File: config.mk
export PLATFORM = sky130hd
export DESIGN_NAME = fetch_target_queue
export DESIGN_NICKNAME = d
export VERILOG_FILES = /design/src/rtl/fetch_target_queue_pkg.sv /design/src/rtl/ftq_entry_ram.sv /design/src/rtl/fetch_target_queue.sv
export SDC_FILE = /design/constraint.sdc
export NUM_CORES = 1
export LEC_CHECK = 0
export CAP_MARGIN = 20
export CORE_MARGIN = 10
export CORE_UTILIZATION = 57
export CTS_CLUSTER_SIZE = 14
export DETAILED_ROUTE_END_ITERATION = 12
export GPL_TIMING_DRIVEN = 0
export PLACE_DENSITY = 0.78
export SYNTH_ARGS = -nofsm -noshare
export SYNTH_HDL_FRONTEND = slang
export SYNTH_SLANG_ARGS = --single-unit
File: constraint.sdc
create_clock -name Clk -period 6.3 [get_ports Clk]
set_clock_uncertainty 0.05 [all_clocks]
set_input_delay 1.575 -clock Clk [delete_from_list [all_inputs] [get_ports Clk]]
set_output_delay 1.575 -clock Clk [all_outputs]
set_load 0.02 [all_outputs]
File: src/rtl/fetch_target_queue_pkg.sv
// rtl/fetch_target_queue_pkg.sv - frontend defines shared by the fetch target queue and its entry storage
package fetch_target_queue_pkg;

    localparam int FTQ_DEPTH = 16;
    localparam int FTQ_PTR_W = $clog2(FTQ_DEPTH);
    localparam int FTQ_CNT_W = FTQ_PTR_W + 1;
    localparam int FTQ_PC_W  = 32;
    localparam int FTQ_NUM_W = 3;
    localparam int FTQ_SKID  = 2;

    // Entry packing, MSB first: {startPc, targetPc, taken, instNum}
    localparam int FTQ_ENTRY_W    = 2 * FTQ_PC_W + 1 + FTQ_NUM_W;
    localparam int FTQ_NUM_LSB    = 0;
    localparam int FTQ_TAKEN_LSB  = FTQ_NUM_LSB + FTQ_NUM_W;
    localparam int FTQ_TARGET_LSB = FTQ_TAKEN_LSB + 1;
    localparam int FTQ_START_LSB  = FTQ_TARGET_LSB + FTQ_PC_W;

endpackage

File: src/rtl/ftq_entry_ram.sv
// rtl/ftq_entry_ram.sv - fetch target queue entry regfile, one write port and one async read port
module ftq_entry_ram
    import fetch_target_queue_pkg::*;
#(
    parameter int DEPTH = FTQ_DEPTH,
    parameter int WIDTH = FTQ_ENTRY_W,
    parameter int AW    = $clog2(DEPTH)
) (
    input  logic             Clk,
    input  logic             WrEn,
    input  logic [AW-1:0]    WrAddr,
    input  logic [WIDTH-1:0] WrData,
    input  logic [AW-1:0]    RdAddr,
    output logic [WIDTH-1:0] RdData
);

    // Storage is intentionally not reset; validity is tracked by the pointers.
    logic [WIDTH-1:0] mem [DEPTH];

    always_ff @(posedge Clk) begin
        if (WrEn) begin
            mem[WrAddr] <= WrData;
        end
    end

    assign RdData = mem[RdAddr];

endmodule

File: src/rtl/fetch_target_queue.sv
// rtl/fetch_target_queue.sv - fetch target queue between branch predictor and decode, with stall/flush handshake
module fetch_target_queue
    import fetch_target_queue_pkg::*;
#(
    parameter int DEPTH = FTQ_DEPTH,
    parameter int PC_W  = FTQ_PC_W,
    parameter int NUM_W = FTQ_NUM_W,
    parameter int SKID  = FTQ_SKID
) (
    input  logic                       Clk,
    input  logic                       Rest,
    input  logic                       FTQStop,
    input  logic                       FTQFlash,
    input  logic                       EnqValid,
    input  logic [PC_W-1:0]            EnqStartPc,
    input  logic [PC_W-1:0]            EnqTargetPc,
    input  logic                       EnqTaken,
    input  logic [NUM_W-1:0]           EnqInstNum,
    output logic                       EnqReady,
    input  logic                       DeqReady,
    output logic                       DeqValid,
    output logic [PC_W-1:0]            DeqStartPc,
    output logic [PC_W-1:0]            DeqTargetPc,
    output logic                       DeqTaken,
    output logic [NUM_W-1:0]           DeqInstNum,
    output logic                       FTQReq,
    output logic [$clog2(DEPTH):0]     Count,
    output logic                       FtqOvf
);

    localparam int PTR_W   = $clog2(DEPTH);
    localparam int CNT_W   = PTR_W + 1;
    localparam int ENTRY_W = 2 * PC_W + 1 + NUM_W;

    logic [PTR_W-1:0]   head;
    logic [PTR_W-1:0]   tail;
    logic [CNT_W-1:0]   occupancy;
    logic               ovfFlag;
    logic               full;
    logic               enqFire;
    logic               deqFire;
    logic               ovfEvent;
    logic [ENTRY_W-1:0] enqEntry;
    logic [ENTRY_W-1:0] headEntry;

    assign full     = (occupancy == CNT_W'(DEPTH));
    assign EnqReady = ~FTQStop & ~full & ~FTQFlash;
    assign DeqValid = (occupancy != '0);
    assign enqFire  = EnqValid & EnqReady;
    assign deqFire  = DeqValid & DeqReady & ~FTQFlash;
    assign ovfEvent = EnqValid & ~FTQStop & ~FTQFlash & full;

    // Only registered occupancy feeds FTQReq, so Ctrl can loop it back as FTQStop combinationally.
    assign FTQReq = (occupancy >= CNT_W'(DEPTH - SKID));
    assign Count  = occupancy;
    assign FtqOvf = ovfFlag;

    always_ff @(posedge Clk) begin
        if (Rest) begin
            head      <= '0;
            tail      <= '0;
            occupancy <= '0;
        end else if (FTQFlash) begin
            head      <= '0;
            tail      <= '0;
            occupancy <= '0;
        end else begin
            if (enqFire) begin
                tail <= tail + 1'b1;
            end
            if (deqFire) begin
                head <= head + 1'b1;
            end
            case ({enqFire, deqFire})
                2'b10:   occupancy <= occupancy + 1'b1;
                2'b01:   occupancy <= occupancy - 1'b1;
                default: occupancy <= occupancy;
            endcase
        end
    end

    // Sticky: survives flashes so software can see the dropped block.
    always_ff @(posedge Clk) begin
        if (Rest) begin
            ovfFlag <= 1'b0;
        end else if (ovfEvent) begin
            ovfFlag <= 1'b1;
        end
    end

    assign enqEntry = {EnqStartPc, EnqTargetPc, EnqTaken, EnqInstNum};

    ftq_entry_ram #(
        .DEPTH (DEPTH),
        .WIDTH (ENTRY_W),
        .AW    (PTR_W)
    ) u_entryRam (
        .Clk    (Clk),
        .WrEn   (enqFire & ~Rest),
        .WrAddr (tail),
        .WrData (enqEntry),
        .RdAddr (head),
        .RdData (headEntry)
    );

    assign {DeqStartPc, DeqTargetPc, DeqTaken, DeqInstNum} = headEntry;

endmodule

==> results by stage <==
Outcome:
- The flow ran to the end, and the final reports show no timing, DRC or antenna violations.

Finish:
- The area growth from synthesis to layout is 17.3%.
- The count of nets after finishing is ~2.2k.
- The post-layout utilization of the core is between 60% and 70%.
- Excluding fillers, the count of instances in the completed layout stands at about 3.1k.
- Summing all flip-flop and latch instances after layout gives 33000 µm².
- In the final layout, the share of cells above drive strength 1 is 23.5%.
- Summing all multi-input logic gate instances after layout gives 8160 µm².
- The filler cells instantiated in the layout total around 4.2k.

Setup path:
- The worst setup path is of the reg -> out kind.
- The launching point of the worst reg2reg path is Count[0]$_SDFFE_PP0P_.
- STA puts the critical path data arrival time at 4.02 ns.
- The worst setup path is launched from a flip-flop.
- Of all nets on the critical path, the largest fanout is 10.
- The required time of the critical path is ~4.7 ns.
- The endpoint of the lowest-slack register-to-register path is u_entryRam.mem[14][29]$_DFFE_PP_.
- For flop-to-flop paths, the worst setup slack is 2.92 ns.
- In this design, the critical path's most frequently occurring cell is clkbuf_1.
- The standard cell with the maximum stage delay on the critical path is clkdlybuf4s50_1.
- The endpoint class of the critical path is an output pin.
- The signal on the critical path passes through and2_1, clkbuf_1, clkbuf_1, clkbuf_1, a22oi_1, nand2_1, clkdlybuf4s50_1.
- On the worst path, the slowest cell contributes a delay of 0.65 ns.
- The worst-case reg-to-reg path depth is 7.

Global routing:
- The via count of the first global-routing pass was 22.0k.
- The number of antenna violations at the first check in global routing was 12.
- After global routing the overflow that remains totals 0.
- The first-pass GRT wire length is 150000 µm.
- In the global route stage, overall resource usage came out at 24.1%.
- The pin count of the biggest net entering global routing is 23.

Logic synthesis:
- The total nets after synthesis is roughly 1.9k.
- The synthesized area divided by synthesized cell count is between 20 and 25 µm².
- Synthesis instantiated 40 different standard cells from the library.
- The share of synthesized registers carrying an async set or reset is 0%.
- For this run, the leading register cell type out of synthesis is edfxtp_1.
- Yosys instantiated no cell more often than edfxtp_1.
- The netlist area before placement is 41500 µm².
- Summed over its instances, the top area cell type makes up ~79% of the synthesized netlist area.
- The number of storage elements in the synthesis netlist is about 1.1k.
- Ranked by instance count, the synthesized netlist is headed by 1088 x edfxtp_1, 272 x mux4_2, 136 x a22oi_1.
- In this run, synthesis inferred 1088 flip-flops with an integrated enable.
- Sequential cells were found to cover about four fifths of the synthesized design area.
- The biggest area consumer among synthesized cells is edfxtp_1.
- Sorting the synthesized cells by area gives the leading types as edfxtp_1 79%, mux4_2 15%, a22oi_1 2.5%.
- The count of yosys warnings during synthesis is 0.
- In the synthesized netlist, the number of instances is 1779.

Placement:
- In this run the tool buffered the top-level ports with 150 buffer cells.
- Including well taps, the total number of placed cells is 2927.
- The placement-stage worst setup slack is 1.12 ns.
- The final HPWL from detailed placement is 60400 µm.
- The routability-driven placement congestion ratio is ~0.77.

Die:
- The number of I/O pins is 151.
- The floorplan step set the die height to about 290 µm.
- For this configuration, the core starts out at a cell density of 57.8%.
- The floorplan step defined a die boundary enclosing roughly 84000 µm².
- The total area inside the core boundary comes to 71900 µm².
- Row generation in the floorplan step produced 98 rows.
- The die is 290 µm wide.

Pwr:
- The reported leakage power is 0.0150 µW.
- The share of total power dissipated in the clock network is 41.9%.
- The internal power summed over all cells is ~12000 µW.
- IR analysis of the VDD net gives a maximum drop of about 0.24 mV.
- The design draws 14300 µW.
- The analysis attributes to net switching a power of 2770 µW.
- Net switching is 19.3% of the power.
- The total power density per cell area is 295 nW/µm².
- The combinational cell fraction of total power is around 1.7%.
- In this run, flip-flops and latches consume 56.4% of the power.

Timing:
- Across all setup checks in the final design, the least slack found is approximately 0.65 ns.
- In this run the tightest slew margin relative to its limit is 32.3%.
- Setup violations remaining at the end of the flow were counted as 0.
- The final hold violation count is 0.
- The number of pins with negative max-slew slack in the final report is 0.
- The smallest clock period supported by the final layout is computed as 5.65 ns.
- In the final timing run, aggregate negative setup slack is 0 ns.
- The final critical path takes up between 80% and 90% of the cycle.
- The highest clock frequency the design can meet is 177 MHz.
- Setup repair after global routing left no endpoint under its margin.
- The slew at the pin closest to its max-slew limit is between 1 and 1.5 ns.

Routing:
- The detail-routed net length per standard cell is 32.5 µm.
- The highest layer touched by signal routing is met5.
- The sum of met2 wire segment lengths after detailed routing is approximately 53000 µm.
- The final antenna-violating net count is 0.
- The final wirelength is 102000 µm.
- In the routed design, unresolved DRC markers number 0.
- Across all layers, the routed design uses 20.8k vias.
- The first detailed-routing pass ran for 6 iterations.
- In the detailed route, the total length drawn on met3 is 9120 µm.
- The detailed router's first-iteration violation count is 2787.
- The average via count per standard cell is about 6.7.
- The detailed router put a total of 35200 µm of wire on met1.

Clocking:
- Buffers inserted to repair hold after CTS numbered 0.
- Counting every sink on the clock net gives 1106.
- The CTS buffer count is 103.
- The H-tree generated during clock tree synthesis spans 3 levels.
- TritonCTS built the clock tree.
- In this run the post-CTS setup repair buffer count came out at 0.
- The maximum buffer depth of the clock tree is 3.
- The number of gates resized after CTS was 0.
- The CTS root buffer is clkbuf_16.
- At the later pin of the worst-skew pair, clock insertion delay measures about 0.66 ns.
- The clock input transition at the sequential cells of the worst setup and hold paths is around 0.060 ns.

Hold path:
- The number of cells traversed by the worst hold path is 2.
- The path class of the tightest hold or removal check is reg -> reg.
- The end point of the most critical hold path is FtqOvf$_SDFFE_PP0P_.
- The startpoint identified for the worst hold timing path is FtqOvf$_SDFFE_PP0P_.

Job:
- Max-cap violations in this run came to 0.
## registers in the layout, summed over array words and instances (netlist names), named ones only
name,count
FtqOvf,1
head,4
Count,5
tail,4
u_entryRam.mem,1088
## layout by cell type (no fill, tap or decap), drive strengths merged, types with 2 or more instances in the layout
cell type,netlist,routed
nor2,35,35
edfxtp,1088,1088
a22oi,136,136
or4,3,3
ha,9,9
nor2b,2,2
diode,0,8
a211oi,2,2
xor2,3,3
mux2i,3,3
a21oi,5,5
o211ai,2,2
clkdlybuf4s50,0,150
xnor2,3,3
clkbuf,55,188
nand2,72,72
nand2b,5,5
clkinv,0,46
a31o,2,2
inv,3,7
mux4,272,272
o21ai,2,2
and2,2,2
nand3,6,6
dfxtp,18,18
nand3b,2,2
buf,39,87
bufinv,0,8
## how the worst max path moves through the flow
stage | start | endpoint | slack, ns | depth (start not counted)
2_1_floorplan | FTQFlash | u_entryRam.mem[5][0]$_DFFE_PP_ | 0.41 | 4
3_3_place_gp | FTQFlash | u_entryRam.mem[6][30]$_DFFE_PP_ | -3.32 | 5
3_5_place_dp | FTQFlash | u_entryRam.mem[13][30]$_DFFE_PP_ | 1.12 | 8
4_1_cts | flip-flop | DeqStartPc[7] | 0.68 | 6
5_1_grt | flip-flop | DeqStartPc[20] | 0.58 | 7
6_report | flip-flop | DeqStartPc[29] | 0.65 | 7
## final cells by class
type	count	share of cell area, %
Clock buffer	133	5.63
Buffer	94	0.871
Timing Repair Buffer	198	5.38
Multi-Input combinational cell	576	16.8
Antenna cell	8	0.0411
Inverter	3	0.0231
Sequential cell	1106	67.8
Clock inverter	58	0.992
Tap cell	950	2.44
## critical path, delay by kind of cell, from the launching register on
family                 cells  cell delay [ns]
AND/OR/NAND/NOR            2             0.38
AO/OA/AOI/OAI              1             0.24
flip-flops                 1             0.39
buffers and inverters      4             2.33
## routing by layer
metal  track usage [%]  up-vias
met5                 0        -
li1                  -     8256
met4              11.3        8
met3              4.92      261
met1              29.5    10891
met2              40.9     1400
## power groups by stage
stage	sequential, µW	combinational (µW)	clock [µW]
finish	8090	242	6010
floorplan	8250	63.7	0
CTS	8090	241	6050
detailed placement	8250	237	0
global route	8090	261	6320
global placement	8250	217	0
## cell families after synthesis
kind of cell               Yosys count  share of synthesized area [%]
muxes                              275                           14.8
DFF                               1106                           79.6
xor gates and xnor gates             6                          0.127
AOI/OAI and AO/OA                  152                           2.73
buffers and inverters               97                           1.05
and+or+nand+nor                    133                           1.37
adders and majority gates           10                          0.320
## metrics by stage
step | cell area (µm²) | hold slack [ns]
2_1_floorplan | 41500 | 0.409
3_3_place_gp | 44200 | 0.403
3_5_place_dp | 45400 | 0.418
4_1_cts | 48700 | 0.431
5_1_grt | 48700 | 0.467
6_report | 48700 | 0.432
Power figures use the tool's default switching activity.
